<file path="src/rtl/fm_demod_core.sv">
// Quadrature FM discriminator: interleaved I/Q bytes -> cross-product phase difference,
// decimating accumulator and saturating output. Optional de-emphasis via FM_DEMOD_DEEMPH_EN.
module fm_demod_core #(
  parameter int unsigned IN_W         = 8,
  parameter int unsigned OUT_W        = 16,
  parameter int unsigned DECIM        = 4,
  parameter int unsigned OUT_SHIFT    = 2,
  parameter int unsigned DEEMPH_SHIFT = 4
) (
  input  logic                    clk,
  input  logic                    rst,
  input  logic signed [IN_W-1:0]  data_i,
  input  logic                    start_i,
  output logic signed [OUT_W-1:0] data_o,
  output logic                    valid_o
);

  localparam int unsigned PROD_W = 2 * IN_W;
  localparam int unsigned DISC_W = 2 * IN_W + 1;
  localparam int unsigned ACC_W  = DISC_W + $clog2(DECIM);
  localparam int unsigned CNT_W  = (DECIM > 1) ? $clog2(DECIM) : 1;
  localparam int unsigned Y_W    = OUT_W + DEEMPH_SHIFT;
  localparam int unsigned SAT_W  = ((ACC_W > Y_W) ? ACC_W : Y_W) + 1;

  localparam logic signed [SAT_W-1:0] OUT_MAX = SAT_W'((1 << (OUT_W - 1)) - 1);
  localparam logic signed [SAT_W-1:0] OUT_MIN = ~OUT_MAX;

  typedef enum logic {PH_I = 1'b0, PH_Q = 1'b1} phase_t;

  function automatic logic signed [OUT_W-1:0] sat_out(input logic signed [SAT_W-1:0] v);
    if (v > OUT_MAX)      return OUT_MAX[OUT_W-1:0];
    else if (v < OUT_MIN) return OUT_MIN[OUT_W-1:0];
    else                  return v[OUT_W-1:0];
  endfunction

  phase_t                    phase_q, phase_d;
  logic signed [IN_W-1:0]    i_hold_q, i_hold_d;
  logic signed [IN_W-1:0]    i_cur_q, i_cur_d, q_cur_q, q_cur_d;
  logic signed [IN_W-1:0]    i_prev_q, i_prev_d, q_prev_q, q_prev_d;
  logic                      s0_v_q, s0_v_d;
  logic signed [PROD_W-1:0]  prod_a_q, prod_a_d, prod_b_q, prod_b_d;
  logic                      s1_v_q, s1_v_d;
  logic signed [ACC_W-1:0]   acc_q, acc_d, sum_q, sum_d;
  logic [CNT_W-1:0]          cnt_q, cnt_d;
  logic                      dump_v_q, dump_v_d;
  logic signed [OUT_W-1:0]   data_q, data_d;
  logic                      valid_q, valid_d;
  logic signed [DISC_W-1:0]  disc;
  logic signed [ACC_W-1:0]   acc_sum;
  logic signed [OUT_W-1:0]   dump_x;
`ifdef FM_DEMOD_DEEMPH_EN
  logic signed [Y_W-1:0]     y_q, y_d;
  logic                      y_v_q, y_v_d;
  logic signed [Y_W:0]       y_diff, y_step;
`endif

  assign data_o  = data_q;
  assign valid_o = valid_q;

  // Next-state: phase tracking, sample shift, multiply, accumulate/dump, output stage
  always_comb begin
    phase_d  = phase_q;
    i_hold_d = i_hold_q;
    i_cur_d  = i_cur_q;
    q_cur_d  = q_cur_q;
    i_prev_d = i_prev_q;
    q_prev_d = q_prev_q;
    s0_v_d   = 1'b0;
    prod_a_d = prod_a_q;
    prod_b_d = prod_b_q;
    s1_v_d   = 1'b0;
    acc_d    = acc_q;
    sum_d    = sum_q;
    cnt_d    = cnt_q;
    dump_v_d = 1'b0;
    data_d   = data_q;
    valid_d  = 1'b0;
    disc     = DISC_W'(prod_a_q) - DISC_W'(prod_b_q);
    acc_sum  = acc_q + ACC_W'(disc);
    dump_x   = sat_out(SAT_W'(sum_q >>> OUT_SHIFT));
`ifdef FM_DEMOD_DEEMPH_EN
    y_d      = y_q;
    y_v_d    = 1'b0;
    y_diff   = (Y_W + 1)'(dump_x) - (Y_W + 1)'(y_q);
    y_step   = y_diff >>> DEEMPH_SHIFT;
`endif

    if (phase_q == PH_I) begin
      i_hold_d = data_i;
      phase_d  = PH_Q;
    end else begin
      i_cur_d  = i_hold_q;
      q_cur_d  = data_i;
      i_prev_d = i_cur_q;
      q_prev_d = q_cur_q;
      s0_v_d   = 1'b1;
      phase_d  = PH_I;
    end

    if (s0_v_q) begin
      prod_a_d = PROD_W'(i_prev_q) * PROD_W'(q_cur_q);
      prod_b_d = PROD_W'(q_prev_q) * PROD_W'(i_cur_q);
      s1_v_d   = 1'b1;
    end

    // Last result of a block goes straight to the dump register so nothing is lost
    if (s1_v_q) begin
      if (cnt_q == CNT_W'(DECIM - 1)) begin
        sum_d    = acc_sum;
        acc_d    = '0;
        cnt_d    = '0;
        dump_v_d = 1'b1;
      end else begin
        acc_d = acc_sum;
        cnt_d = cnt_q + CNT_W'(1);
      end
    end

`ifdef FM_DEMOD_DEEMPH_EN
    if (dump_v_q) begin
      y_d   = y_q + Y_W'(y_step);
      y_v_d = 1'b1;
    end
    if (y_v_q) begin
      data_d  = sat_out(SAT_W'(y_q));
      valid_d = 1'b1;
    end
`else
    if (dump_v_q) begin
      data_d  = dump_x;
      valid_d = 1'b1;
    end
`endif

    // Idle: drop partial pair and in-flight results, keep last output sample
    if (!start_i) begin
      phase_d  = PH_I;
      i_hold_d = '0;
      i_cur_d  = '0;
      q_cur_d  = '0;
      i_prev_d = '0;
      q_prev_d = '0;
      s0_v_d   = 1'b0;
      s1_v_d   = 1'b0;
      acc_d    = '0;
      cnt_d    = '0;
      dump_v_d = 1'b0;
      data_d   = data_q;
      valid_d  = 1'b0;
`ifdef FM_DEMOD_DEEMPH_EN
      y_d      = '0;
      y_v_d    = 1'b0;
`endif
    end
  end

  always_ff @(posedge clk or negedge rst) begin
    if (!rst) begin
      phase_q  <= PH_I;
      i_hold_q <= '0;
      i_cur_q  <= '0;
      q_cur_q  <= '0;
      i_prev_q <= '0;
      q_prev_q <= '0;
      s0_v_q   <= 1'b0;
      prod_a_q <= '0;
      prod_b_q <= '0;
      s1_v_q   <= 1'b0;
      acc_q    <= '0;
      sum_q    <= '0;
      cnt_q    <= '0;
      dump_v_q <= 1'b0;
      data_q   <= '0;
      valid_q  <= 1'b0;
`ifdef FM_DEMOD_DEEMPH_EN
      y_q      <= '0;
      y_v_q    <= 1'b0;
`endif
    end else begin
      phase_q  <= phase_d;
      i_hold_q <= i_hold_d;
      i_cur_q  <= i_cur_d;
      q_cur_q  <= q_cur_d;
      i_prev_q <= i_prev_d;
      q_prev_q <= q_prev_d;
      s0_v_q   <= s0_v_d;
      prod_a_q <= prod_a_d;
      prod_b_q <= prod_b_d;
      s1_v_q   <= s1_v_d;
      acc_q    <= acc_d;
      sum_q    <= sum_d;
      cnt_q    <= cnt_d;
      dump_v_q <= dump_v_d;
      data_q   <= data_d;
      valid_q  <= valid_d;
`ifdef FM_DEMOD_DEEMPH_EN
      y_q      <= y_d;
      y_v_q    <= y_v_d;
`endif
    end
  end

endmodule

</file>
<file path="config.mk">
export PLATFORM = sky130hd
export DESIGN_NAME = fm_demod_core
export DESIGN_NICKNAME = d
export VERILOG_FILES = /design/src/rtl/fm_demod_core.sv
export SDC_FILE = /design/constraint.sdc
export NUM_CORES = 1
export LEC_CHECK = 0
export ABC_AREA = 1
export BUFFER_PORTS_ARGS = -buffer_cell sky130_fd_sc_hd__buf_2
export CAP_MARGIN = 30
export CORE_UTILIZATION = 55
export CTS_BUF_LIST = sky130_fd_sc_hd__clkbuf_4
export DETAILED_ROUTE_END_ITERATION = 12
export PLACE_DENSITY = 0.68
export SYNTH_ARGS = -nofsm -noshare
export SYNTH_HDL_FRONTEND = slang
export SYNTH_SLANG_ARGS = --single-unit
</file>
<file path="constraint.sdc">
create_clock -name clk -period 4.95 [get_ports clk]
set_input_delay 0.495 -clock clk [delete_from_list [all_inputs] [get_ports clk]]
set_output_delay 0.495 -clock clk [all_outputs]
set_load 0.005 [all_outputs]
</file>
==> out/qor.csv, run 1 <==
stage,metric,value,unit
clock_network,cts_max_path_buffers,2,
pwr,powerDensity,239,nW/um^2
drt,vias,8980,
clock_network,cts.clk_slew.worst_paths,130,ps
clock_network,worstSkewPairLatency,570,ps
logic_synthesis,ys_ff_latch,131,
placed_design,postPlaceCellArea,12200,um^2
placed_design,io_buffers,27,
placed_design,dp_cells,1778,
timing,fmax,224,MHz
logic_synthesis,synth_top_area_frac,0.276,
logic_synthesis,synth-adder-area-share,0.299,
layout,final_area,12500,um^2
logic_synthesis,yosysMostFrequentCell,nand2_1,
global_route,antenna_found_initial,1,
logic_synthesis,yosysTopAreaCell,dfrtp_1,
min_path,min_path_type,in -> reg,
clock_network,holdBufCountCts,1,
timing,setup_viol,0,
global_route,track_usage,0.255,
timing,fin_crit,4460,ps
global_route,grt_max_degree,87,
floorplan,ios,28,
drt,via_per_inst,4.96,
worst_setup_path,crit_required,5420,ps
clock_network,postCtsSetupRepairBufs,0,
floorplan,core,21100,um^2
placed_design,dp.final_hpwl,20.3,mm
outcome,status,finished clean,
logic_synthesis,yosys_most_used_dff,dfrtp_1,
pwr,power,2.98,mW
logic_synthesis,muxShareOfSynthArea,0,
logic_synthesis,synth_nets,1741,
clock_network,cts_max_level,4,
pwr,p_leak,7.34,nW
worst_setup_path,end_kind,register,
worst_setup_path,start_kind,register,
floorplan,die_area,22200,um^2
placed_design,pre_cts_ws,537,ps
floorplan,fp-row-count,53,
drt,drc,0,
global_route,first_global_vias,9161,
layout,layout-drive-gt1-share,0.0508,
logic_synthesis,netlist_instances,1523,
global_route,grt_pass1_wl,44.0,mm
timing,fin_tns_setup,0,ps
layout,final_nets,1741,
logic_synthesis,synth_xor_area_frac,0.0206,
global_route,grt.overflow.total,0,
logic_synthesis,synth-compound-area-share,0.0661,
timing,slew_violations,0,
timing,hold_viol_final,0,
clock_network,cts_sinks,131,
drt,antenna_left,0,
logic_synthesis,synth.top_cells.by_area,"dfrtp_1 (28%), fa_1 (22%), nand2_1 (13%)",
timing,grt_setup_unrepaired,false,
timing,timing.hold.ws,174,ps
timing,tightest_slew,944,ps
worst_setup_path,crit_type,reg -> reg,
floorplan,die_h,149,um
logic_synthesis,syn_avg_cell_area,7.80,um^2
logic_synthesis,synthSimpleGateAreaFrac,0.199,
timing,relSlewSlack,0.370,
pwr,ir_drop,245,uV
drt,wl_per_cell,14.0,um
drt,drt_iter0_drc,474,
floorplan,die_x,149,um
drt,drt_wl_total,25.4,mm
clock_network,cts_resized,0,
layout,synthToLayoutAreaGrowth,4.99,%
logic_synthesis,synth_edf_count,0,
worst_setup_path,crit_fanout,10,
timing,fin_ws,492,ps
logic_synthesis,synth_area,11900,um^2
timing,period_share,0.901,
logic_synthesis,synth_cell_types,34,
drt,drt_first_pass_iters,6,
logic_synthesis,ys_top_cells_by_count,"nand2_1 (402), inv_1 (383), dfrtp_1 (131)",
floorplan,initial_core_util,0.564,
flow_run,maxCapViolCount,0,
logic_synthesis,ys_seq_area_frac,0.276,
worst_setup_path,crit_arrival,4930,ps
clock_network,cts_tree,done,
layout,fin_util,0.592,
logic_synthesis,synthArstFlopShare,1.00,
placed_design,finalWeightedCongestion,0.864,
timing,fin_skew,21.3,ps
clock_network,cts_made_buffers,17,
clock_network,cts_root_buf,clkbuf_4,
layout,stdcell_count,1812,
logic_synthesis,synth_top_family_by_area,adder cells,
logic_synthesis,synth_warnings,0,
[kinds of logic after synthesis]
logic type,count (synthesis)
buffers and inverters,438
DFF,131
xor gates and xnor gates,28
adders and majority gates,207
and+or+nand+nor,575
AOI/OAI and AO/OA,144
[layout make-up]
class / instances / area (um^2)
tap: 275 / 344
fill: 1997 / 8610
clock inverter: 15 / 146
clock buffer: 17 / 128
sequential: 131 / 3280
timing repair buffer: 32 / 181
multi-input combinational: 954 / 6950
inverter: 387 / 1450
antenna: 1 / 2.50
[registers in the layout, summed over array words and instances (netlist names), 2 cells and up]
| name | flops |
|---|---|
| q_cur_q | 8 |
| sum_q | 17 |
| prod_b_q | 16 |
| cnt_q | 2 |
| data_o | 16 |
| i_hold_q | 8 |
| i_prev_q | 8 |
| prod_a_q | 16 |
| q_prev_q | 8 |
| acc_q | 19 |
| i_cur_q | 8 |
[cells in the final DEF (no fill, tap or decap), types with 7 or more instances in the layout]
| cell type | n |
|---|---|
| nand2_1 | 402 |
| inv_1 | 383 |
| dfrtp_1 | 131 |
| fa_1 | 128 |
| ha_1 | 79 |
| o21ai_0 | 75 |
| nor2_1 | 69 |
| nand3_1 | 67 |
| a21oi_1 | 42 |
| buf_2 | 26 |
| xnor2_1 | 19 |
| clkbuf_4 | 17 |
| nand3b_1 | 14 |
| o22ai_1 | 9 |
| xor2_1 | 9 |
| nand4_1 | 7 |
[power breakdown]
part	total, mW	switching [mW]	internal, mW
Clock	0.734	0.472	0.263
Combinational	1.06	0.698	0.358
Sequential	1.19	0.0623	1.12
Total	2.98	1.23	1.75
[final timing paths]
kind                       cells past startpoint           end  slack, ps   startpoint
max reg2reg                                   16  prod_a_q[15]        490   q_cur_q[2]
min reg2reg                                    2    i_cur_q[4]        490  i_hold_q[4]
max in group asynchronous                      3    i_cur_q[2]       3320          rst
min                                            3    q_cur_q[5]        170    data_i[5]
min in group asynchronous                      2     data_o[1]        520          rst
max                                           16  prod_a_q[15]        490   q_cur_q[2]
[worst max-delay path, stage by stage, from the launching register on]
cell     delay (ps)
dfrtp_1         600
nand2_1         210
fa_1            780
inv_1           110
fa_1            510
inv_1            50
fa_1            490
inv_1            50
fa_1            460
ha_1            410
nand2_1         110
nor2_1          160
nand3_1         140
nand3_1         100
nand2_1          60
nand3_1          70
nand2_1          50
[routing by layer]
layer,wire length (um),share of wire,track usage,vias to the layer above
met5,0,0,0,-
met4,395,0.016,0.0653,0
met3,710,0.028,0.0318,22
met2,12300,0.48,0.438,134
met1,12000,0.47,0.341,4296
li1,-,-,-,4528
No activity file was read; power rests on OpenSTA's default activity.
==> run 2, diff against run 1 <==
- clock period: 4.95 -> 5.6 ns (I/O delays scaled with it)
==> run 2 against run 1 <==
Flip-flop and latch count stayed put; die area stayed put; via count is 1.5% higher; non-clock buffer count is 1 lower; worst hold slack worse by 130 ps; worst setup slack better by 680 ps; clock power is 1% lower; largest cell class unchanged; highest routed layer unchanged.
==> out/qor.csv, run 2 (synthesis results as in run 1) <==
stage,metric,value,unit
global_route,track_usage,0.254,
worst_setup_path,start_kind,register,
placed_design,dp_cells,1778,
layout,nFillCells,1965,
timing,tightest_slew,918,ps
drt,drc,0,
clock_network,cts_made_buffers,17,
clock_network,cts.clk_slew.worst_paths,120,ps
drt,via_per_inst,5.03,
worst_setup_path,crit_fanout,9,
floorplan,initial_core_util,0.564,
worst_setup_path,crit_arrival,4880,ps
clock_network,cts_max_path_buffers,2,
timing,setup_viol,0,
global_route,grt_max_degree,86,
worst_setup_path,end_kind,register,
placed_design,finalWeightedCongestion,0.842,
worst_setup_path,crit_required,6050,ps
timing,grt_setup_unrepaired,false,
drt,wl_per_cell,14.1,um
layout,layout-drive-gt1-share,0.0502,
layout,final_nets,1740,
timing,fin_tns_setup,0,ps
timing,fmax,226,MHz
global_route,grt_pass1_wl,43.9,mm
drt,antenna_left,0,
drt,drt_first_pass_iters,7,
clock_network,cts_root_buf,clkbuf_4,
floorplan,die_x,149,um
timing,fin_skew,35.9,ps
floorplan,fp-row-count,53,
layout,top_register,acc_q,
timing,slew_violations,0,
layout,top_regs,"acc_q: 19 flops, sum_q: 17 flops",
clock_network,postCtsSetupRepairBufs,0,
layout,final_cell_mix,"nand2_1 (402), inv_1 (383), dfrtp_1 (131), fa_1 (128), ha_1 (79)",
layout,stdcell_count,1810,
clock_network,worstSkewPairLatency,560,ps
drt,vias,9111,
floorplan,ios,28,
floorplan,core,21100,um^2
timing,hold_viol_final,0,
worst_setup_path,crit_type,reg -> reg,
global_route,antenna_found_initial,1,
clock_network,cts_max_level,4,
timing,period_share,0.791,
outcome,status,finished clean,
pwr,p_leak,7.36,nW
drt,drt_wl_total,25.6,mm
drt,drt_iter0_drc,470,
timing,relSlewSlack,0.387,
clock_network,cts_resized,0,
pwr,powerDensity,216,nW/um^2
floorplan,die_area,22200,um^2
global_route,grt.overflow.total,0,
layout,final_common_cell,nand2_1,
layout,synthToLayoutAreaGrowth,5.37,%
flow_run,maxCapViolCount,0,
layout,largest_register_ffs,19,
timing,fin_crit,4430,ps
clock_network,cts_tree,done,
global_route,first_global_vias,9149,
clock_network,cts_sinks,131,
clock_network,holdBufCountCts,0,
pwr,ir_drop,155,uV
placed_design,io_buffers,27,
placed_design,dp.final_hpwl,20.4,mm
min_path,min_path_type,in -> async,
floorplan,die_h,149,um
[run 2: cell types whose count changed in the layout (fill, tap and decap cells not counted), sizes merged]
cell | before | now
inv | 391 | 384
bufinv | 1 | 4
clkinv | 8 | 11
dlygate4sd3 | 1 | 0
[run 2: final cells by class]
class                           instances  area, um^2  area share
Timing Repair Buffer                   31         184      0.0147
Clock buffer                           17         128      0.0102
Sequential cell                       131        3280       0.262
Clock inverter                         14         189      0.0151
Antenna cell                            1        2.50    0.000200
Multi-Input combinational cell        954        6950       0.555
Tap cell                              275         344      0.0275
Inverter                              387        1450       0.116
[run 2: metrics by stage]
stage / setup WS (ps) / instance area (um^2) / hold WS (ps) / power, mW / util
3_3_place_gp: 1260 / 12200 / 460 / 1.98 / 0.578
5_1_grt: 865 / 12500 / 62.0 / 2.92 / 0.594
4_1_cts: 1180 / 12500 / 32.7 / 2.73 / 0.594
6_report: 1170 / 12500 / 40.3 / 2.71 / 0.594
2_1_floorplan: 1450 / 11900 / 264 / 1.77 / -
3_5_place_dp: 1190 / 12200 / 466 / 1.99 / 0.579
[run 2: worst paths after layout]
check | start | to | slack (ps) | cells past startpoint
worst min-delay path | rst | dump_v_q | 40 | 1
max in group asynchronous | rst | i_prev_q[1] | 4440 | 2
min in group clk | data_i[1] | i_hold_q[1] | 260 | 3
worst max register to register | i_prev_q[7] | prod_a_q[15] | 1170 | 16
worst min register to register | i_hold_q[3] | i_hold_q[3] | 490 | 2
worst max-delay path | i_prev_q[7] | prod_a_q[15] | 1170 | 16
[run 2: report_power, final]
part / total [mW] / switching (mW) / internal, mW
clock: 0.726 / 0.376 / 0.350
combinational: 0.935 / 0.618 / 0.317
sequential: 1.05 / 0.0534 / 0.994
[run 2: worst max-delay path, stage by stage, from the launching register on]
cell and delay [ps]:
dfrtp_1 560, nand2_1 210, fa_1 800, inv_1 110
fa_1 510, inv_1 50, fa_1 500, inv_1 50
fa_1 450, ha_1 380, a21oi_1 200, o21a_1 170
nand2_1 50, nor2_1 90, nand3_1 70, nand3_1 70
nand2_1 50
[run 2: layer usage]
| metal | up-vias | GRT usage | wire, um | part of all wire |
|---|---|---|---|---|
| met3 | 29 | 0.0379 | 1020 | 0.040 |
| met4 | 0 | 0.0663 | 423 | 0.017 |
| li1 | 4521 | - | - | - |
| met5 | - | 0 | 0 | 0 |
| met1 | 4358 | 0.334 | 11700 | 0.46 |
| met2 | 203 | 0.440 | 12400 | 0.49 |
